<file path="src/rtl/pipeif_hs_if.sv">
// Instruction-memory request/acknowledge bundle between the fetch stage and memory.
// The fetch stage is the master; the memory drives ack and read data.
interface pipeif_hs_if #(
  parameter int XLEN = 32
);
  logic            imem_req;
  logic [XLEN-1:0] imem_addr;
  logic            imem_ack;
  logic [XLEN-1:0] imem_rdata;

  modport master (output imem_req, output imem_addr, input imem_ack, input imem_rdata);
  modport slave  (input imem_req, input imem_addr, output imem_ack, output imem_rdata);
endinterface

</file>
<file path="src/rtl/pipeif_hs.sv">
// Instruction-fetch stage: owns the PC, issues variable-latency fetches and holds the IF/ID payload.
// Handles ID stalls through a one-entry skid buffer, delay-slot redirects and exception flushes.
module pipeif_hs #(
  parameter int              XLEN       = 32,
  parameter logic [XLEN-1:0] RESET_PC   = '0,
  parameter logic [XLEN-1:0] EXC_VECTOR = 'h8,
  parameter int              PC_STEP    = 4
) (
  input  logic            clock,
  input  logic            reset,
  input  logic [1:0]      pcsource,
  input  logic [XLEN-1:0] bpc,
  input  logic [XLEN-1:0] rpc,
  input  logic [XLEN-1:0] jpc,
  input  logic            flush,
  input  logic            id_stall,
  pipeif_hs_if.master     imem,
  output logic            if_valid,
  output logic [XLEN-1:0] if_pc,
  output logic [XLEN-1:0] if_pc4,
  output logic [XLEN-1:0] if_ins,
  output logic [XLEN-1:0] pc
);

  localparam logic [1:0] RUN   = 2'd0;
  localparam logic [1:0] DRAIN = 2'd1;
  localparam logic [1:0] SKID  = 2'd2;

  localparam logic [XLEN-1:0] STEP = XLEN'(PC_STEP);

  logic [1:0]      state;
  logic            live;
  logic            busy;
  logic            pend_v;
  logic            skid_v;
  logic [XLEN-1:0] req_addr;
  logic [XLEN-1:0] pend_pc;
  logic [XLEN-1:0] skid_pc;
  logic [XLEN-1:0] skid_ins;

  logic            slot_free;
  logic            fire;
  logic            redirect;
  logic [XLEN-1:0] target;
  logic [XLEN-1:0] next_pc;

  // live keeps the request low in the first cycle after reset releases.
  always_comb begin
    slot_free      = !if_valid || !id_stall;
    imem.imem_req  = busy || (live && (state == RUN) && !flush && (slot_free || !skid_v));
    imem.imem_addr = busy ? req_addr : pc;
    fire           = imem.imem_req && imem.imem_ack;
    redirect       = (pcsource != 2'b00) && !flush && (state != DRAIN);
    case (pcsource)
      2'b01:   target = bpc;
      2'b10:   target = rpc;
      default: target = jpc;
    endcase
    if (redirect)
      next_pc = target;
    else if (pend_v)
      next_pc = pend_pc;
    else
      next_pc = imem.imem_addr + STEP;
  end

  always_ff @(posedge clock or posedge reset) begin
    if (reset) begin
      state    <= RUN;
      live     <= 1'b0;
      busy     <= 1'b0;
      pend_v   <= 1'b0;
      skid_v   <= 1'b0;
      pc       <= RESET_PC;
      req_addr <= '0;
      pend_pc  <= '0;
      skid_pc  <= '0;
      skid_ins <= '0;
      if_valid <= 1'b0;
      if_pc    <= '0;
      if_pc4   <= '0;
      if_ins   <= '0;
    end else begin
      live <= 1'b1;
      if (flush) begin
        // An outstanding request cannot be withdrawn, so its response is drained and dropped.
        if_valid <= 1'b0;
        skid_v   <= 1'b0;
        pend_v   <= 1'b0;
        pc       <= EXC_VECTOR;
        busy     <= busy && !fire;
        state    <= (busy && !fire) ? DRAIN : RUN;
      end else if (state == DRAIN) begin
        if (fire) begin
          busy  <= 1'b0;
          state <= RUN;
        end
      end else begin
        if (if_valid && !id_stall)
          if_valid <= 1'b0;
        if ((state == SKID) && slot_free) begin
          if_valid <= 1'b1;
          if_pc    <= skid_pc;
          if_pc4   <= skid_pc + STEP;
          if_ins   <= skid_ins;
          skid_v   <= 1'b0;
          state    <= RUN;
        end
        if (fire) begin
          busy   <= 1'b0;
          pend_v <= 1'b0;
          pc     <= next_pc;
          if (slot_free) begin
            if_valid <= 1'b1;
            if_pc    <= imem.imem_addr;
            if_pc4   <= imem.imem_addr + STEP;
            if_ins   <= imem.imem_rdata;
          end else begin
            skid_v   <= 1'b1;
            skid_pc  <= imem.imem_addr;
            skid_ins <= imem.imem_rdata;
            state    <= SKID;
          end
        end else if (imem.imem_req) begin
          // The fetch now in flight is the delay slot; the target waits for its ack.
          busy     <= 1'b1;
          req_addr <= imem.imem_addr;
          if (redirect) begin
            pend_pc <= target;
            pend_v  <= 1'b1;
          end
        end else if (redirect) begin
          pc <= target;
        end
      end
    end
  end

endmodule
</file>
<file path="src/flat_wrapper.sv">
// flat-port wrapper written by rule: the top's interface ports become plain ports
module pipeif_hs_flat 
#(
  parameter int              XLEN       = 32,
  parameter logic [XLEN-1:0] RESET_PC   = '0,
  parameter logic [XLEN-1:0] EXC_VECTOR = 'h8,
  parameter int              PC_STEP    = 4
)
  (clock, reset, pcsource, bpc, rpc, jpc, flush, id_stall, if_valid, if_pc, if_pc4, if_ins, pc, imem_imem_req, imem_imem_addr, imem_imem_ack, imem_imem_rdata);
  pipeif_hs_if #(.XLEN(XLEN)) imem_i ();
  input  logic clock;
  input  logic reset;
  input  logic [1:0] pcsource;
  input  logic [XLEN-1:0] bpc;
  input  logic [XLEN-1:0] rpc;
  input  logic [XLEN-1:0] jpc;
  input  logic flush;
  input  logic id_stall;
  output logic if_valid;
  output logic [XLEN-1:0] if_pc;
  output logic [XLEN-1:0] if_pc4;
  output logic [XLEN-1:0] if_ins;
  output logic [XLEN-1:0] pc;
  output wire logic [$bits(imem_i.imem_req)-1:0] imem_imem_req;
  output wire logic [$bits(imem_i.imem_addr)-1:0] imem_imem_addr;
  input wire logic [$bits(imem_i.imem_ack)-1:0] imem_imem_ack;
  input wire logic [$bits(imem_i.imem_rdata)-1:0] imem_imem_rdata;
  assign imem_imem_req = imem_i.imem_req;
  assign imem_imem_addr = imem_i.imem_addr;
  assign imem_i.imem_ack = imem_imem_ack;
  assign imem_i.imem_rdata = imem_imem_rdata;
  pipeif_hs #(.XLEN(XLEN), .RESET_PC(RESET_PC), .EXC_VECTOR(EXC_VECTOR), .PC_STEP(PC_STEP)) u_core (.clock(clock), .reset(reset), .pcsource(pcsource), .bpc(bpc), .rpc(rpc), .jpc(jpc), .flush(flush), .id_stall(id_stall), .imem(imem_i), .if_valid(if_valid), .if_pc(if_pc), .if_pc4(if_pc4), .if_ins(if_ins), .pc(pc));
endmodule
</file>
<file path="config.mk">
export PLATFORM = sky130hd
export DESIGN_NAME = pipeif_hs_flat
export DESIGN_NICKNAME = d
export VERILOG_FILES = /design/src/rtl/pipeif_hs_if.sv /design/src/rtl/pipeif_hs.sv /design/src/flat_wrapper.sv
export SDC_FILE = /design/constraint.sdc
export NUM_CORES = 1
export LEC_CHECK = 0
export ABC_AREA = 0
export BUFFER_PORTS_ARGS = -buffer_cell sky130_fd_sc_hd__buf_2
export CORE_MARGIN = 2
export CORE_UTILIZATION = 40
export DETAILED_ROUTE_END_ITERATION = 7
export GPL_ROUTABILITY_DRIVEN = 0
export MAX_ROUTING_LAYER = met4
export PLACE_DENSITY = 0.74
export REMOVE_ABC_BUFFERS = 1
export SETUP_SLACK_MARGIN = 0.15
export SYNTH_ARGS = -nofsm -noshare
export SYNTH_HDL_FRONTEND = slang
export SYNTH_SLANG_ARGS = --single-unit
</file>
<file path="constraint.sdc">
create_clock -name clock -period 10.2 [get_ports clock]
set_clock_uncertainty 0.15 [all_clocks]
set_input_delay 2.04 -clock clock [delete_from_list [all_inputs] [get_ports clock]]
set_output_delay 2.04 -clock clock [all_outputs]
set_load 0.005 [all_outputs]
</file>
; ---- Yosys cells after proc, flatten, opt, wreduce, memory -nomap -nowiden
; Index checks and enable logic that the tools add are counted.
[word_totals]
input_bits = 135
ff_bits = 263
output_inout_bits = 162
[classes]
reduce_logical = 28
bitwise_logic = 4
mux = 46
eq_ne = 8
addsub = 2
[op_table]
columns = cell, count
row1 = 32-bit 2-to-1 mux, 17
row2 = 32-bit by 3-bit adder with 32-bit output (second input constant), 2
row3 = 32-bit one-hot mux with 2 select lines, 1
row4 = 1-bit 2-to-1 mux, 22
row5 = 2-bit 2-to-1 mux, 6
row6 = 1-bit logical AND, 9
row7 = 4-bit AND reduction, 2
row8 = 3-bit by 2-bit inequality test with 1-bit output (second input constant), 2
row9 = 3-bit AND reduction, 2
row10 = 3-bit nonzero test, 2
row11 = 1-bit logical NOT, 5
row12 = 5-bit AND reduction, 1
row13 = 2-bit by 1-bit equality test with 1-bit output (second input constant), 2
row14 = 2-bit equality test (second input constant), 2
row15 = 1-bit inverter, 4
row16 = 2-bit AND reduction, 2
row17 = 1-bit logical OR, 3
row18 = 2-bit logical NOT, 1
row19 = 2-bit by 1-bit inequality test with 1-bit output (second input constant), 1
row20 = 2-bit inequality test (second input constant), 1
row21 = 2-bit nonzero test, 1

; ---- Longest topological paths before layout
[depth]
depth_word = 10
mapped_depth = 15
mapped_depth_nobuf = 9

; ---- Least setup slack after synthesis
; No wires, ideal clock.
[synth_path]
kind = input -> output
startpoint = in flush
endpoint = out imem_imem_req
path_stages = 3
path_slack_ps = 5391
path_buffers = 0
arrival_ps = 2619
cell_sequence = nor4b_2 a21oi_2 inv_1
[synth_between]
elab_chain_len = 4
[synth_rtl]
columns = element, line
row1 = from (decl), flat_wrapper.sv:17  ; input logic flush;
row2 = 1-bit logical NOT, pipeif_hs.sv:50  ; imem.imem_req = busy || (live && (state == RUN) && !flush && (slot_free || !skid_v));
row3 = 1-bit logical AND (2 in series), pipeif_hs.sv:50
row4 = 1-bit logical OR, pipeif_hs.sv:50
row5 = to (decl), flat_wrapper.sv:24  ; output wire logic [$bits(imem_i.imem_req)-1:0] imem_imem_req;
; No other way between the ends.

; ---- Worst setup path in the final report
; Same ends and word-level chain as after synthesis.

==> key figures <==
Detailed routing
  • Number of vias in the routed layout: roughly 12000
  • Number of remaining DRC errors: 0
  • Vias per cell: 5.581
  • Initial DRC count: between 900 and 1000
  • Pre-antenna DRT Iters: 7
  • Final WL: 40120 um
  • Antenna Nets Post-Route: 0
  • Wirelength per Cell: 18.75 um

Worst setup path
  • Kind of critical path: primary input to output pin
  • Critical path arrival: between 3 and 4 ns
  • Worst Path Max Fanout: 47
  • CP top delay family: buffers and inverters
  • Worst path cell trace: buf_2, buf_4, nor4b_2, a21oi_2, inv_1, buf_2
  • Critical Path RT: roughly 8.0 ns
  • CP Capture Type: output pin
  • Crit-path most repeated cell: buf_2
  • Worst path buffer plus inverter count: 4
  • Slowest stage cell, crit path: nor4b_2
  • CP startpoint kind: primary input
  • Max incr delay on CP: 0.45 ns

Timing
  • Final Hold Vio Count: 0
  • RSZ-0062 raised after global routing: no
  • Crit path time final: ~5.6 ns
  • Final Slew Violations: 0
  • # setup viols final: 0
  • Slew margin rel.: approximately 29%
  • Achievable Freq: about 180 MHz
  • Final worst path period share: a little over half
  • TNS Setup: 0 ns
  • Worst-Margin Slew: 1.062 ns

Floorplanning
  • Row count: 66
  • Starting Density: 40.69%
  • Die Height: approximately 190 um
  • Die ar.: 0.03466 mm^2
  • Die width: ~190 um
  • Core area: approximately 0.033 mm^2
  • Ports: between 200 and 300

Clock tree
  • CTS Buffer Depth: 3
  • Resize count post-CTS: 0
  • CTS buffer count: 28
  • CTS tree: yes
  • Clk sinks: ~260
  • Root Buffer Master: clkbuf_16
  • Worst skew pair latency: between 0.5 and 0.6 ns
  • H-tree depth: 1
  • CTS clk-pin slew, worst paths: roughly 0.060 ns
  • CTS Hold Bufs: 0
  • Setup Fix Bufs, Post-CTS: 0

Place
  • Area after DPL: between 0.015 and 0.02 mm^2
  • Input/output buffers: between 200 and 300
  • HPWL after detailed placement: 28030 um

Yosys
  • Ys Warns: 0
  • Syn_area_per_cell: about 9.2 um^2
  • Yosys cell types: between 60 and 70
  • Sequential share of the synthesized area: roughly half
  • Synth top area cells: dfrtp_1, o21ai_0, nand2_1
  • Post-synth EDFFs: 0
  • Post-synthesis adder-cell area fraction: less than 1%
  • Compound-Gate Fraction of Synth Area: 21.15%
  • Asr flop ratio synth: 100.0%
  • Synth top area share: between 40 and 50%
  • Post-synth top flop: dfrtp_1
  • Xor and xnor area share after synthesis: between 3 and 4%
  • Post-synthesis mux area share: slightly below 6%
  • Mapped cell area: around 0.013 mm^2
  • Synth Area in Simple Gates: approximately 15%
  • Yosys reg bits: ~260
  • Area leader, netlist: dfrtp_1
  • Main combinational cell family by area after synthesis: compound AO/OA/AOI/OAI gates
  • Cell count after synthesis: 1438

Power and ir drop
  • Pwr Total: roughly 3400 uW
  • Worst VDD drop: roughly 0.12 mV
  • Lkg Pwr: between 0.007 and 0.008 uW
  • PwrDens: 212.3 mW/mm^2

Run status
  • Status: finished, final reports clean

Global routing
  • Routing usage on met1: a little under a third
  • GR Util All Layers: 23.37%
  • Largest net degree at the start of global routing: approximately 120
  • Initial antenna violation count: 0
  • Met2 usage: a little under two fifths
  • GR Overflow Total: 0
  • Vias in the first global route: about 11000
  • First-pass GRT wire length: around 62000 um
  • GR peak layer: met2
  • GR Layer Usage met3: between 2 and 3%

Finish
  • Area growth syn-to-layout: 20.97%
  • Fraction of layout cells with a size suffix above 1: about 25%
  • Final instance area: ~0.016 mm^2
  • Layout Nets: approximately 1800
  • # diodes: 0

Worst hold path
  • Tightest Hold Check Type: flip-flop to flip-flop

Job
  • Max-Cap Viols: 0
==> registers in the layout, indices dropped and copies added (netlist names), 2 cells and up <==
| name | count |
|---|---|
| u_core.if_ins | 32 |
| u_core.if_pc4 | 32 |
| u_core.if_pc | 32 |
| u_core.pc | 32 |
| u_core.pend_pc | 32 |
| u_core.req_addr | 32 |
| u_core.skid_ins | 32 |
| u_core.skid_pc | 32 |
| u_core.state | 2 |
==> through the flow <==
stage | setup slack (ns) | util, % | instances | hold slack [ns]
4_1_cts | 4.624 | 49.22 | 2140 | 0.3278
3_5_place_dp | 4.633 | 46.23 | 2088 | 0.3145
6_report | 4.636 | 49.22 | 2140 | 0.3216
5_1_grt | 4.496 | 49.22 | 2140 | 0.3355
3_3_place_gp | 4.688 | 46.23 | 2088 | 0.3033
2_1_floorplan | 0.7698 | - | 1328 | 0.2924
==> synth_stat cells (6+ instances only) <==
cell	n
a21oi_1	109
a22oi_1	68
nor3_1	19
a21o_1	12
nor4_1	7
a211oi_1	16
o32ai_1	6
mux2i_1	34
xnor2_1	34
inv_1	41
buf_2	8
nand4_1	14
clkbuf_1	92
nand3b_1	11
dfrtp_1	263
a311oi_1	8
o21ai_0	146
and4_1	8
xor2_1	18
nand3_1	35
nand2_1	181
nor2_1	127
mux2_2	40
a221oi_1	8
o22ai_1	49
==> where the power goes <==
part	total (uW)	leakage (uW)	switching (uW)	internal (uW)
sequential	1480	0.00329	181	1300
clock	1080	0.000477	430	645
combinational	851	0.00368	497	354
==> worst register-to-register path: cells and delay by family, from the launching register on <==
kind | cells | cell delay (ns)
compound gates | 3 | 1.11
buf+inv | 2 | 0.86
simple gates | 3 | 0.72
flops | 1 | 0.34
fa+ha+maj | 1 | 0.29
mux | 1 | 0.27
==> path summary, 6_finish.rpt <==
path                                                    from                            end  slack [ns]  cells after the start
worst min-delay path            u_core.if_pc[16]$_DFFE_PP0P_   u_core.if_pc[16]$_DFFE_PP0P_        0.32                      2
max in group asynchronous                              reset   u_core.if_pc[14]$_DFFE_PP0P_        6.85                      3
worst max-delay path                                   flush                  imem_imem_req        4.64                      6
worst max register to register       u_core.busy$_DFFE_PP0P_  u_core.if_pc4[26]$_DFFE_PP0P_        6.37                     10
min in group asynchronous                              reset   u_core.if_pc4[2]$_DFFE_PP0P_        1.50                      2
worst min register to register  u_core.if_pc[16]$_DFFE_PP0P_   u_core.if_pc[16]$_DFFE_PP0P_        0.32                      2
==> cells by family after synthesis <==
logic type | count (synthesis)
AO/OA/AOI/OAI | 458
AND/OR/NAND/NOR | 434
flip-flops | 263
buffers and inverters | 151
multiplexers | 74
XOR/XNOR | 52
adder cells (fa/ha/maj) | 5
other | 1
==> metal layers <==
| metal | wire length (um) | vias up |
|---|---|---|
| met5 | 0 | - |
| met4 | 1716 | 0 |
| met3 | 2641 | 101 |
| met2 | 18680 | 509 |
| met1 | 17080 | 5705 |
| li1 | - | 5629 |
==> placed cells by master (no fill, tap or decap), types with 34 or more instances in the layout <==
cell type,n
mux2_2,40
o22ai_1,49
dfrtp_1,262
nor2_1,126
inv_1,40
a21oi_1,107
nand2_1,179
mux2i_1,34
xnor2_1,34
nand3_1,35
o21ai_0,146
buf_2,296
a22oi_1,68
==> layout make-up <==
type / count / area (um^2)
fill: 3019 / 16560
sequential: 263 / 6583
multi-input combinational: 1024 / 6135
timing repair buffer: 318 / 1647
clock buffer: 40 / 795.8
tap: 442 / 553.0
clock inverter: 12 / 181.4
inverter: 41 / 161.4
No activity file was read; power rests on OpenSTA's default activity.
